==> src/rtl/alu_pkg.sv <==
// alu_pkg: shared definitions for the multi-cycle ALU.
//   FN_*        funct codes understood by alu_seq
//   alu_state_t sequencer states
package alu_pkg;

  localparam logic [5:0] FN_AND  = 6'd36;
  localparam logic [5:0] FN_OR   = 6'd37;
  localparam logic [5:0] FN_ADD  = 6'd32;
  localparam logic [5:0] FN_SUB  = 6'd34;
  localparam logic [5:0] FN_SLT  = 6'd42;
  localparam logic [5:0] FN_SRL  = 6'd2;
  localparam logic [5:0] FN_DIVU = 6'd27;

  typedef enum logic [1:0] {
    IDLE,
    SHIFT,
    DIV,
    FIN
  } alu_state_t;

endpackage

==> src/rtl/alu_div_step.sv <==
// alu_div_step: one combinational restoring-divide iteration.
//   r_i, q_i  partial remainder / quotient before the step
//   b_i       divisor
//   r_o, q_o  partial remainder / quotient after the step
module alu_div_step #(
  parameter int unsigned WIDTH = 32
) (
  input  logic [WIDTH-1:0] r_i,
  input  logic [WIDTH-1:0] q_i,
  input  logic [WIDTH-1:0] b_i,
  output logic [WIDTH-1:0] r_o,
  output logic [WIDTH-1:0] q_o
);

  logic [WIDTH:0] rs;
  logic           ge;

  always_comb begin
    // Shifted remainder needs one extra bit; the trial compare uses it, but the
    // restored remainder is always < b, so a WIDTH-bit subtract is exact.
    rs  = {r_i, q_i[WIDTH-1]};
    ge  = (rs >= {1'b0, b_i});
    r_o = ge ? (rs[WIDTH-1:0] - b_i) : rs[WIDTH-1:0];
    q_o = {q_i[WIDTH-2:0], ge};
  end

endmodule

==> src/rtl/alu_seq.sv <==
// alu_seq: multi-cycle WIDTH-bit ALU with start/busy/done handshake.
//   clk, rst_n      clock, async active-low reset
//   start           request, accepted only when idle
//   signal          funct code (AND/OR/ADD/SUB/SLT/SRL/DIVU, others = ADD)
//   a, b, shamt     operands, sampled on the accepting edge
//   result, rem     result / quotient and DIVU remainder
//   zero, ovf       result==0, signed overflow (ADD/SUB)
//   busy, done      operation in flight, one-cycle completion pulse
module alu_seq
  import alu_pkg::*;
#(
  parameter  int unsigned WIDTH = 32,
  localparam int unsigned SHW   = $clog2(WIDTH)
) (
  input  logic             clk,
  input  logic             rst_n,
  input  logic             start,
  input  logic [5:0]       signal,
  input  logic [WIDTH-1:0] a,
  input  logic [WIDTH-1:0] b,
  input  logic [SHW-1:0]   shamt,
  output logic [WIDTH-1:0] result,
  output logic [WIDTH-1:0] rem,
  output logic             zero,
  output logic             ovf,
  output logic             busy,
  output logic             done
);

  localparam logic [SHW:0] CNT_DIV = (SHW+1)'(WIDTH);
  localparam logic [SHW:0] CNT_ONE = {{SHW{1'b0}}, 1'b1};

  alu_state_t       state_q;
  logic [SHW:0]     cnt_q;
  logic [WIDTH-1:0] wq_q;    // shift value / quotient / single-cycle result
  logic [WIDTH-1:0] wr_q;    // divide partial remainder
  logic [WIDTH-1:0] b_q;
  logic             wovf_q;

  logic [WIDTH-1:0] result_q, rem_q;
  logic             zero_q, ovf_q, busy_q, done_q;

  logic [WIDTH-1:0] alu_d, sum, diff;
  logic             aovf_d;
  logic [WIDTH-1:0] div_r_d, div_q_d;

  always_comb begin
    sum    = a + b;
    diff   = a - b;
    alu_d  = sum;
    aovf_d = (a[WIDTH-1] == b[WIDTH-1]) && (sum[WIDTH-1] != a[WIDTH-1]);
    case (signal)
      FN_AND: begin alu_d = a & b; aovf_d = 1'b0; end
      FN_OR:  begin alu_d = a | b; aovf_d = 1'b0; end
      FN_SUB: begin
        alu_d  = diff;
        aovf_d = (a[WIDTH-1] != b[WIDTH-1]) && (diff[WIDTH-1] != a[WIDTH-1]);
      end
      FN_SLT: begin
        // Direct signed compare, immune to a-b overflow.
        alu_d    = '0;
        alu_d[0] = ($signed(a) < $signed(b));
        aovf_d   = 1'b0;
      end
      default: ;
    endcase
  end

  alu_div_step #(.WIDTH(WIDTH)) u_div_step (
    .r_i (wr_q),
    .q_i (wq_q),
    .b_i (b_q),
    .r_o (div_r_d),
    .q_o (div_q_d)
  );

  always_ff @(posedge clk or negedge rst_n) begin
    if (!rst_n) begin
      state_q  <= IDLE;
      cnt_q    <= '0;
      wq_q     <= '0;
      wr_q     <= '0;
      b_q      <= '0;
      wovf_q   <= 1'b0;
      result_q <= '0;
      rem_q    <= '0;
      zero_q   <= 1'b0;
      ovf_q    <= 1'b0;
      busy_q   <= 1'b0;
      done_q   <= 1'b0;
    end else begin
      done_q <= 1'b0;
      case (state_q)
        IDLE: begin
          if (start) begin
            busy_q <= 1'b1;
            b_q    <= b;
            wr_q   <= '0;
            wovf_q <= 1'b0;
            case (signal)
              FN_SRL: begin
                wq_q    <= a;
                cnt_q   <= {1'b0, shamt};
                state_q <= (shamt == '0) ? FIN : SHIFT;
              end
              FN_DIVU: begin
                wq_q    <= a;
                cnt_q   <= CNT_DIV;
                state_q <= DIV;
              end
              default: begin
                wq_q    <= alu_d;
                wovf_q  <= aovf_d;
                state_q <= FIN;
              end
            endcase
          end
        end
        SHIFT: begin
          wq_q  <= wq_q >> 1;
          cnt_q <= cnt_q - CNT_ONE;
          if (cnt_q == CNT_ONE) state_q <= FIN;
        end
        DIV: begin
          wq_q  <= div_q_d;
          wr_q  <= div_r_d;
          cnt_q <= cnt_q - CNT_ONE;
          if (cnt_q == CNT_ONE) state_q <= FIN;
        end
        FIN: begin
          result_q <= wq_q;
          rem_q    <= wr_q;
          zero_q   <= (wq_q == '0);
          ovf_q    <= wovf_q;
          done_q   <= 1'b1;
          busy_q   <= 1'b0;
          state_q  <= IDLE;
        end
        default: state_q <= IDLE;
      endcase
    end
  end

  assign result = result_q;
  assign rem    = rem_q;
  assign zero   = zero_q;
  assign ovf    = ovf_q;
  assign busy   = busy_q;
  assign done   = done_q;

endmodule

==> config.mk <==
export PLATFORM = sky130hd
export DESIGN_NAME = alu_seq
export DESIGN_NICKNAME = d
export VERILOG_FILES = /design/src/rtl/alu_pkg.sv /design/src/rtl/alu_div_step.sv /design/src/rtl/alu_seq.sv
export SDC_FILE = /design/constraint.sdc
export NUM_CORES = 1
export LEC_CHECK = 0
export BUFFER_PORTS_ARGS = -buffer_cell sky130_fd_sc_hd__buf_2
export CORE_MARGIN = 2
export CORE_UTILIZATION = 46
export DETAILED_ROUTE_END_ITERATION = 8
export GPL_TIMING_DRIVEN = 0
export PLACE_DENSITY = 0.65
export SLEW_MARGIN = 5
export SYNTH_ARGS = -nofsm -noshare
export SYNTH_HDL_FRONTEND = slang
export SYNTH_SLANG_ARGS = --single-unit
==> constraint.sdc <==
create_clock -name clk -period 3.95 [get_ports clk]
set_input_delay 0.395 -clock clk [delete_from_list [all_inputs] [get_ports clk]]
set_output_delay 0.395 -clock clk [all_outputs]
set_load 0.02 [all_outputs]
==> metrics.cfg <==
[final_layout]
final_nets=2067
final_common_cell=dfrtp_1
diodes=0
layout_common_cells=173 x dfrtp_1, 172 x o21ai_0, 161 x nand2_1, 148 x buf_2
area_delta_synth_final_pct=13.6
fillCellCount=2936
drive_gt1_share_pct=14.5
final_cell_count_no_fill=2260

[floorplanning]
die_height_um=179
fp.dieW_um=179
ios=146
rows=64
fp.coreArea_mm2=0.0303
die_area_mm2=0.0321
floorplan.initialDensity_pct=46.5

[yosys]
synth_seq_cells=173
synth_edf_count=0
ys_seq_area_share_pct=30.7
yosys.cell_types.count=74
synth_nets=1901
syn_inst=1685
synth_flop_cell=dfrtp_1
synth-async-reset-ratio_pct=100
syn_area_mm2=0.0141
yosys_warnings=0
avgSynthCellArea_um2=8.37

[worst_setup_path]
cp-end-kind=flop
worstSetupPathType=primary input to flop
critPathArrivalTime_ps=4130
reg2reg_from=wr_q[9]
worst_ep_required_time_ps=4300
cp_common_cell=nor2_1
crit_slowest_cell=a211oi_1
critPathLaunch=b[4]
crit_fanout=7
slowest_delay_ps=600
start_kind=primary input
cp_cell_sequence=buf_2 -> inv_1 -> ha_1 -> nor2_1 -> o211ai_1 -> a311oi_1 -> a31oi_2 -> a211oi_1 -> o2bb2ai_1 -> a211o_1 -> nor2_1 -> or4b_1 -> a221oi_2

[detailed_routing]
via_per_inst=6.10
ant_nets=0
vias=13800
drtIter0Drc=1374
first_pass_iters=8
drc=0
totalWireLength_mm=48.3
wl_per_cell_um=21.4

[sta]
fin_skew_ps=11.6
slew_violations=0
setup_viol=0
tightest_slew_ps=853
hold_viol_final=0
finalWorstSetupSlack_ps=170
fin_tns_setup_ps=0
whs_ps=228
period_share_pct=95.7
fmax_mhz=265
period_needed_ps=3780
rsz0062_at_grt=no
max_slew_margin_pct=43.2

[cts]
cts_root_buf=clkbuf_16
cts_tree=yes
cts-htree-levels=4
path_clk_slew_ps=80
clkSinkCount=173
insertion_delay_ps=440
max-clock-path-buffers=2
cts_buffers=17

[placement]
gp_congestion=1.02
dpl.cell_count=2227
dp_hpwl_mm=38.4
port_buffers=145
preCtsSetupSlack_ps=-371

[global_routing]
grt_pass1_wl_mm=73.9
antenna_found_initial=1
grtUsageTotal_pct=30.3
grt_max_degree=118
grt-ovfl-total=0
grt_pass1_vias=13000

[power]
swShare_pct=47.8
pwr-share-seq_pct=26.8
p_int_w=0.00641
p_leak_nw=7.59
combPwrFrac_pct=58.7
power_switching_w=0.00588
ir_drop_mv=0.367
clock_power_share_pct=14.4
pwr_density_cell_mw_per_mm2=768

[hold_path]
holdCritPathClass=primary input to flop
hp-start=shamt[3]

[outcome]
status=completed

[job]
maxCapViolations=0

[final timing paths]
kind / endpoint / slack (ps) / depth (start not counted)
hold reg to reg: b_q[27] / 480 / 2
min in group asynchronous: rem[4] / 460 / 2
setup reg to reg: wr_q[28] / 400 / 12
hold / removal: cnt_q[3] / 230 / 3
setup / recovery: wq_q[31] / 170 / 13
max in group asynchronous: b_q[25] / 2550 / 3
[sequential cells by signal, indices dropped and copies added, names as in the netlist]
register	flops
b_q	32
rem	32
result	32
wq_q	32
wr_q	32
cnt_q	6
state_q	2
busy	1
done	1
ovf	1
wovf_q	1
zero	1
[routing by layer]
layer	wire (um)	part of all wire (%)	GRT usage [%]	vias to the layer above
met4	1370	2.8	10.1	0
met3	3320	6.9	3.29	92
li1	-	-	-	6464
met2	22400	46	49.5	634
met1	21200	44	41.8	6600
met5	0	0	0	-
[metrics by stage]
stage	cell area, um2	util, %	power (W)
floorplan	14100	-	0.00828
finish	16000	52.8	0.0123
detailed placement	15400	50.6	0.0104
global route	16000	52.8	0.0133
CTS	16000	52.7	0.0123
global placement	15300	50.5	0.0103
[worst max-delay path, delay by kind of cell]
kind                     cells  cell delay (ps)
adder cells (fa/ha/maj)      1              340
buffers and inverters        2              260
AND/OR/NAND/NOR              3              780
AO/OA/AOI/OAI                7             2350
[power groups by stage]
stage	Sequential (W)	Clock [W]	Combinational (W)
finish	0.00330	0.00178	0.00722
global route	0.00339	0.00187	0.00801
CTS	0.00328	0.00180	0.00717
detailed placement	0.00332	0	0.00712
global placement	0.00329	0	0.00701
floorplan	0.00338	0	0.00489
[cell usage after synthesis (4+ instances only)]
cell type  instances  area [um2]
a21oi_1          135         676
mux2i_1           36         360
nor2_1           117         439
a211o_1            6        52.6
o221ai_1           8        70.1
mux2_2            68         766
xor2_1            13         114
buf_2              4        20.0
nand2b_1          10        62.6
nor3_1            25         125
or2_2              6        37.5
inv_1            126         473
ha_1             135        1690
o211ai_1          22         165
nor2b_1           18         113
xnor2_1           27         236
a22oi_1            4        30.0
o21a_1            12        90.1
a221o_1           17         170
nand2_1          161         604
and2_1             8        50.1
dfrtp_1          173        4330
or3_1              4        25.0
o31ai_1            6        45.0
clkbuf_1          83         312
nand3_1           33         165
nand4_1            9        56.3
buf_1              6        22.5
a2111oi_0          8        70.1
nor4_1            15        93.8
and3_1            13        81.3
a31oi_1           11        68.8
o21bai_1          15         113
a311oi_1           4        35.0
o21ai_0          172         861
a21o_1            36         270
o22ai_1           16         100
a211oi_1          26         195
a221oi_1          37         324
[layout make-up]
class / count / area, um2 / area share [%]
clock inverter: 15 / 200 / 1.25
inverter: 126 / 473 / 2.95
clock buffer: 17 / 425 / 2.66
sequential: 173 / 4330 / 27.0
tap: 396 / 495 / 3.09
multi-input combinational: 1292 / 8960 / 55.9
timing repair buffer: 147 / 773 / 4.83
buffer: 94 / 365 / 2.28
[cells by family (layout without fill, tap and decap cells)]
family	count (synthesis)	after routing	synth area share [%]
AOI/OAI and AO/OA	581	581	26.7
xor gates and xnor gates	40	40	2.49
adders and majority gates	138	138	12.4
buffers and inverters	220	399	5.95
DFF	173	173	30.7
muxes	104	104	7.99
and+or+nand+nor	429	429	13.7
[timing repair]
action	4_1_cts	5_1_grt
endpoints found under the setup margin	0	21
endpoints found under the hold margin	56	0
hold buffers	1	0
resized for setup	0	5
setup buffers	0	0
Power figures use the tool's default switching activity.
